$ cat src/rtl/datapath_step_sequencer.sv
// Control-step sequencer for the phase-1 datapath (T0..T6, register-register ops).
// Optional mem_ready watchdog is built only when SEQ_TIMEOUT_EN is defined.
module datapath_step_sequencer #(
   parameter logic [4:0]  MUL_OPCODE     = 5'b01111,
   parameter logic [4:0]  DIV_OPCODE     = 5'b10000,
   parameter int unsigned TIMEOUT_CYCLES = 16
) (
   input  logic        clock,
   input  logic        clear,
   input  logic        start,
   input  logic [4:0]  opcode,
   input  logic [3:0]  ra,
   input  logic [3:0]  rb,
   input  logic [3:0]  rc,
   input  logic        mem_ready,
   output logic [4:0]  bus_sel,
   output logic [15:0] reg_in,
   output logic        pc_in,
   output logic        ir_in,
   output logic        mar_in,
   output logic        mdr_in,
   output logic        y_in,
   output logic        z_in,
   output logic        hi_in,
   output logic        lo_in,
   output logic        inc_pc,
   output logic        mem_read,
   output logic [4:0]  alu_op,
   output logic        busy,
   output logic        done,
   output logic        err
);

   typedef enum logic [3:0] {
      S_IDLE, S_T0, S_T1, S_T2, S_T3, S_T4, S_T5, S_T6, S_ERR
   } state_t;

   state_t state_q, state_d;
   logic   first_q, first_d;
   logic   is_md;

   assign is_md = (opcode == MUL_OPCODE) || (opcode == DIV_OPCODE);

`ifdef SEQ_TIMEOUT_EN
   logic [4:0] cnt_q, cnt_d;
   logic       expired;

   assign expired = (cnt_q == 5'(TIMEOUT_CYCLES - 1));

   always_comb begin
      cnt_d = cnt_q;
      if (state_q == S_T0)
         cnt_d = '0;
      else if (state_q == S_T1 && !mem_ready)
         cnt_d = cnt_q + 5'd1;
   end
`else
   logic unused_timeout;
   assign unused_timeout = (TIMEOUT_CYCLES != 0);
`endif

   always_comb begin
      state_d = state_q;
      first_d = (state_q == S_T0);
      unique case (state_q)
         S_IDLE: if (start) state_d = S_T0;
         S_T0:   state_d = S_T1;
         S_T1: begin
            if (mem_ready)
               state_d = S_T2;
`ifdef SEQ_TIMEOUT_EN
            else if (expired)
               state_d = S_ERR;
`endif
         end
         S_T2:   state_d = S_T3;
         S_T3:   state_d = S_T4;
         S_T4:   state_d = S_T5;
         // the final step relaunches directly when start is still held
         S_T5:   state_d = is_md ? S_T6 : (start ? S_T0 : S_IDLE);
         S_T6:   state_d = start ? S_T0 : S_IDLE;
         S_ERR:  state_d = S_IDLE;
         default: state_d = S_IDLE;
      endcase
   end

   always_ff @(posedge clock) begin
      if (clear) begin
         state_q <= S_IDLE;
         first_q <= 1'b0;
`ifdef SEQ_TIMEOUT_EN
         cnt_q   <= '0;
`endif
      end else begin
         state_q <= state_d;
         first_q <= first_d;
`ifdef SEQ_TIMEOUT_EN
         cnt_q   <= cnt_d;
`endif
      end
   end

   always_comb begin
      bus_sel  = 5'd0;
      reg_in   = 16'd0;
      pc_in    = 1'b0;
      ir_in    = 1'b0;
      mar_in   = 1'b0;
      mdr_in   = 1'b0;
      y_in     = 1'b0;
      z_in     = 1'b0;
      hi_in    = 1'b0;
      lo_in    = 1'b0;
      inc_pc   = 1'b0;
      mem_read = 1'b0;
      alu_op   = 5'd0;
      done     = 1'b0;
      err      = 1'b0;
      busy     = (state_q != S_IDLE);
      unique case (state_q)
         S_T0: begin
            bus_sel = 5'd20;
            mar_in  = 1'b1;
            inc_pc  = 1'b1;
            z_in    = 1'b1;
         end
         S_T1: begin
            bus_sel  = 5'd19;
            pc_in    = first_q;
            mem_read = 1'b1;
            mdr_in   = 1'b1;
         end
         S_T2: begin
            bus_sel = 5'd21;
            ir_in   = 1'b1;
         end
         S_T3: begin
            bus_sel = {1'b0, rb};
            y_in    = 1'b1;
         end
         S_T4: begin
            bus_sel = {1'b0, rc};
            alu_op  = opcode;
            z_in    = 1'b1;
         end
         S_T5: begin
            bus_sel = 5'd19;
            if (is_md) begin
               lo_in = 1'b1;
            end else begin
               reg_in = 16'd1 << ra;
               done   = 1'b1;
            end
         end
         S_T6: begin
            bus_sel = 5'd18;
            hi_in   = 1'b1;
            done    = 1'b1;
         end
         S_ERR: begin
`ifdef SEQ_TIMEOUT_EN
            err = 1'b1;
`endif
         end
         default: ;
      endcase
   end

endmodule

$ cat config.mk
export PLATFORM = sky130hd
export DESIGN_NAME = datapath_step_sequencer
export DESIGN_NICKNAME = d
export VERILOG_FILES = /design/src/rtl/datapath_step_sequencer.sv
export SDC_FILE = /design/constraint.sdc
export NUM_CORES = 1
export LEC_CHECK = 0
export BUFFER_PORTS_ARGS = -buffer_cell sky130_fd_sc_hd__buf_2
export CAP_MARGIN = 20
export CORE_MARGIN = 2
export CORE_UTILIZATION = 33
export DETAILED_ROUTE_END_ITERATION = 6
export PLACE_DENSITY = 0.79
export RECOVER_POWER = 50
export SYNTH_ARGS = -nofsm -noshare
export SYNTH_HDL_FRONTEND = slang
export SYNTH_SLANG_ARGS = --single-unit
$ cat constraint.sdc
create_clock -name clock -period 1.7 [get_ports clock]
set_input_delay 0.34 -clock clock [delete_from_list [all_inputs] [get_ports clock]]
set_output_delay 0.34 -clock clock [all_outputs]
set_load 0.1 [all_outputs]
==> results.md, run 1 <==
* Post-Synthesis Cells at 103
* Outcome: did not finish
* Synth Register Bits at 4
* Post-Syn Nets at 124
* Count of cell types in the netlist at 34
* TritonCTS buffer count at 3
* Cell Area, Placed at 1700 sq um
* Cts repair resizes at 85
* CTS Sinks at 4
* Max H-tree Level at 1
* Die X at 49.0 um
* PortBufs at 58
* Placer's final routability congestion estimate at 0.795
* # Post-CTS Setup Buffers at 15
* Run Error: [ERROR DPL-0038] Utilization greater than 100%, impossible to legalize
* Post-DP HPWL at 2.50 mm
* Top Ports at 60
* Yosys warnings at 0
* Post-Synthesis Cell Area at 669 sq um
* Post-CTS Hold Fix Bufs at 0
* Root buffer cell: clkbuf_4
* Initial core utilization at 34.5%
* Die Ht at 49.0 um
* Rows at 16
* Last step reached: clock tree synthesis
* Synthesized area per cell at 6.50 sq um
* Register area share after synthesis at 12.0%
* Placed cell count at 195
* Clock Path Buffers at 2
## stage by stage
step	TNS [ns]	setup slack, ns	util, %
after floorplan	-6.76	-0.624	-
after global placement	-6.96	-0.421	87.3
after detailed placement	-7.33	-0.457	87.3
## Yosys cell counts (all sizes together)
cell | n | area [sq um]
conb | 1 | 3.75
and3b | 1 | 8.76
nand2b | 2 | 12.5
buf | 5 | 32.5
mux2 | 1 | 15.0
o41ai | 1 | 16.3
or3b | 1 | 8.76
nand3 | 7 | 35.0
nor3 | 4 | 20.0
and3 | 5 | 32.5
or4 | 1 | 11.3
nand2 | 2 | 7.51
o21a | 1 | 7.51
dfxtp | 4 | 80.1
o31a | 2 | 17.5
inv | 4 | 15.0
nor4 | 1 | 6.26
mux2i | 2 | 32.5
clkbuf | 5 | 18.8
nor2b | 6 | 37.5
and4 | 2 | 20.0
a22o | 1 | 8.76
a21oi | 5 | 25.0
o21ai | 4 | 20.0
a221oi | 1 | 15.0
nand4 | 8 | 50.1
a21o | 1 | 7.51
o22ai | 1 | 6.26
and2 | 2 | 12.5
nor2 | 21 | 78.8
or3 | 1 | 6.26
## cells by family after synthesis
| group | Yosys count | synth area share (%) |
|---|---|---|
| compound gates | 17 | 18.5 |
| buf+inv | 14 | 9.91 |
| flops | 4 | 12.0 |
| mux | 3 | 7.10 |
| other cells | 1 | 0.560 |
| simple gates | 64 | 52.0 |
==> inputs of run 2 (changes only) <==
--- a/config.mk
+++ b/config.mk
@@ -7,10 +7,10 @@
 export LEC_CHECK = 0
 export BUFFER_PORTS_ARGS = -buffer_cell sky130_fd_sc_hd__buf_2
 export CAP_MARGIN = 20
-export CORE_MARGIN = 2
-export CORE_UTILIZATION = 33
+export CORE_AREA = 2 2 63 65
 export DETAILED_ROUTE_END_ITERATION = 6
-export PLACE_DENSITY = 0.79
+export DIE_AREA = 0 0 65 67
+export PLACE_DENSITY_LB_ADDON = 0.15
 export RECOVER_POWER = 50
 export SYNTH_ARGS = -nofsm -noshare
 export SYNTH_HDL_FRONTEND = slang
==> constraint.sdc (replaced) <==
create_clock -name clock -period 2.2 [get_ports clock]
set_input_delay 0.44 -clock clock [delete_from_list [all_inputs] [get_ports clock]]
set_output_delay 0.44 -clock clock [all_outputs]
set_load 0.1 [all_outputs]
==> results.md, run 2 <==
* Outcome: finished clean
* Rows at 22 (+6)
* CTS Sinks at 4 (unchanged)
* Max H-tree Level at 1 (unchanged)
* CTS tree: built
* Global-route wire length before repair at 4.22 mm
* Post-synthesis xor/xnor area fraction at 0% (unchanged)
* GRT Total Usage at 12.4%
* Register area share after synthesis at 12.0% (unchanged)
* Number of enable flip-flop cells after synthesis at 0 (unchanged)
* CP required at 1.76 ns
* Top Ports at 60 (unchanged)
* Die Ht at 67 um (+37%)
* Most numerous cell in the Yosys netlist: nor2_1
* Setup WS pre-CTS at -0.102 ns (+0.355 ns)
* Area Growth Syn to Fin at 170%
* Global route total overflow at 0
* Area share of the largest cell type after synthesis at 12.0% (unchanged)
* Vias in the first global route at 950
* DR pass1 iterations at 4
* Commonest cells post-synth: nor2_1, nand4_1, nand3_1, nor2b_1
* Die Footprint at 4360 sq um
* Period utilization at 99.5%
* Post-Layout Cell Count at 208
* Post-Synth Adder-Cell Area at 0% (unchanged)
* Placed cell count at 205 (+5.1%)
* Number of flip-flops in the largest register at 3
* Synth Register Bits at 4 (unchanged)
* Final Util at 50.1%
* Post-synth top area cell: dfxtp_1
* Synthesized area per cell at 6.50 sq um (unchanged)
* Worst-path clk slew at 0.03 ns
* Synth top area cells: dfxtp_1, nor2_1, nand4_1
* Initial antenna violation count at 0
* # nets final at 183
* Max Slew Vio Count at 0
* Worst Path Class, Setup: in -> out
* Largest reg by FF count: state_q
* ANT nets after route at 0
* Crit path time final at 2.19 ns
* Leakage power at 0.698 nW
* Ant. Diodes at 0
* Post-Synthesis Cell Area at 669 sq um (unchanged)
* Post-Synthesis Cells at 103 (unchanged)
* Core area at 3610 sq um
* Yosys warnings at 0 (unchanged)
* CP max FO at 4
* CP Launch Type: input port
* Total Power at 0.000687 W
* PortBufs at 58 (unchanged)
* FF-to-FF Start: state_q[1]
* TritonCTS buffer count at 3 (unchanged)
* Largest net degree at the start of global routing at 20
* Largest family of logic cells by synthesized area: simple AND/OR/NAND/NOR gates
* Final Routed Wirelength at 2.65 mm
* Post-DP HPWL at 2.06 mm (-17%)
* # setup viols final at 0
* CP arrival at 1.75 ns
* Area share of and/or/nand/nor cells after synthesis at 52.0% (unchanged)
* Fillers at 318
* Routed WL per cell at 12.7 um
* Hold Crit Class: in -> reg
* Clock Path Buffers at 2 (unchanged)
* Initial core utilization at 18.6% (-16 points)
* Latest clock arrival within the worst-skew pair at 0.22 ns
* RSZ-0062 raised after global routing: yes
* Post-synthesis compound-gate area fraction at 18.5% (unchanged)
* Via count at 980
* Post-CTS Hold Fix Bufs at 0 (unchanged)
* Die X at 65 um (+33%)
* Count of cell types in the netlist at 34 (unchanged)
* DR DRC count at 0
* Post-layout worst setup margin at 0.0104 ns
* Final Hold Fails at 0
* Setup crit end kind: output port
* Mux cell area share after synthesis at 7.10% (unchanged)
* DR vias/cell at 4.71
* DR iter-0 viols at 25
* Root buffer cell: clkbuf_8
* Async set or reset register ratio after synthesis at 0% (unchanged)
* Post-Syn Nets at 124 (unchanged)
* Largest regs: state_q x3, first_q x1
* Clk_skew at 0.00271 ns
* VDD IR-drop max at 150 uV
* Placer's final routability congestion estimate at 0.782 (-1.7%)
* # Post-CTS Setup Buffers at 0 (-15)
* HP Start: clear
* Setup TNS at 0 ns
* P per Cell Area at 380 nW/um^2
* Max Cap Violations at 0
* F_max at 457 MHz
* Most frequent cells in the layout: buf_12, buf_2, nor2_4
* Critical path launch point: opcode[0]
* Most common cell after layout, fill and taps aside: buf_12
* Share of layout cells above drive strength 1 at 68.1%
* Most used DFF post-synth: dfxtp_1
==> run 2: cell counts after synthesis <==
No cell type changed its count.
==> run 2: critical path: stages <==
cell    delay, ns
buf_6        0.09
or4_4        0.55
mux2_4       0.31
nor3_4       0.15
buf_12       0.20
==> run 2: kinds of logic (layout without fill, tap and decap cells) <==
family,after synthesis,after routing
AND/OR/NAND/NOR,64,64
AO/OA/AOI/OAI,17,17
buffers and inverters,14,71
flip-flops,4,4
multiplexers,3,3
other,1,1
==> run 2: final cells by class <==
class,count,area [sq um],share of cell area (%)
Timing Repair Buffer,64,862,47.7
Inverter,4,18.8,1.04
Multi-Input combinational cell,85,744,41.2
Tap cell,48,60.1,3.32
Sequential cell,4,80.1,4.43
Clock buffer,3,41.3,2.29
==> run 2: power breakdown <==
group          total [W]  leakage [nW]  internal (W)  switching [W]
logic           0.000451         0.644      0.000135       0.000317
clock network   0.000154        0.0216      0.000117      0.0000376
registers      0.0000815        0.0328     0.0000790     0.00000245
==> run 2: metal layers <==
metal	vias up	GRT usage (%)	wire [um]
met5	-	0	0
met4	0	6.38	0
met3	0	2.53	213
met2	49	22.2	1420
met1	447	13.8	1010
li1	484	-	-
==> run 2: worst paths after layout <==
kind	end	slack [ns]	depth (start not counted)
setup / recovery	lo_in	0.01	5
hold / removal	state_q[0]	0.48	2
setup reg to reg	state_q[1]	0.83	4
hold reg to reg	state_q[2]	0.72	2
==> run 2: what timing repair did <==
item                       in CTS  in global routing
resized for setup              34                 26
setup endpoints to repair      18                 21
pin swaps                       1                  0
==> run 2: metrics by stage <==
| stage | instance area (sq um) | hold slack, ns |
|---|---|---|
| final | 1810 | 0.476 |
| after CTS | 1700 | 0.476 |
| after floorplan | 896 | 0.506 |
| after global placement | 1550 | 0.700 |
| after detailed placement | 1550 | 0.700 |
| after global routing | 1810 | 0.493 |
No activity file was read; power rests on OpenSTA's default activity.
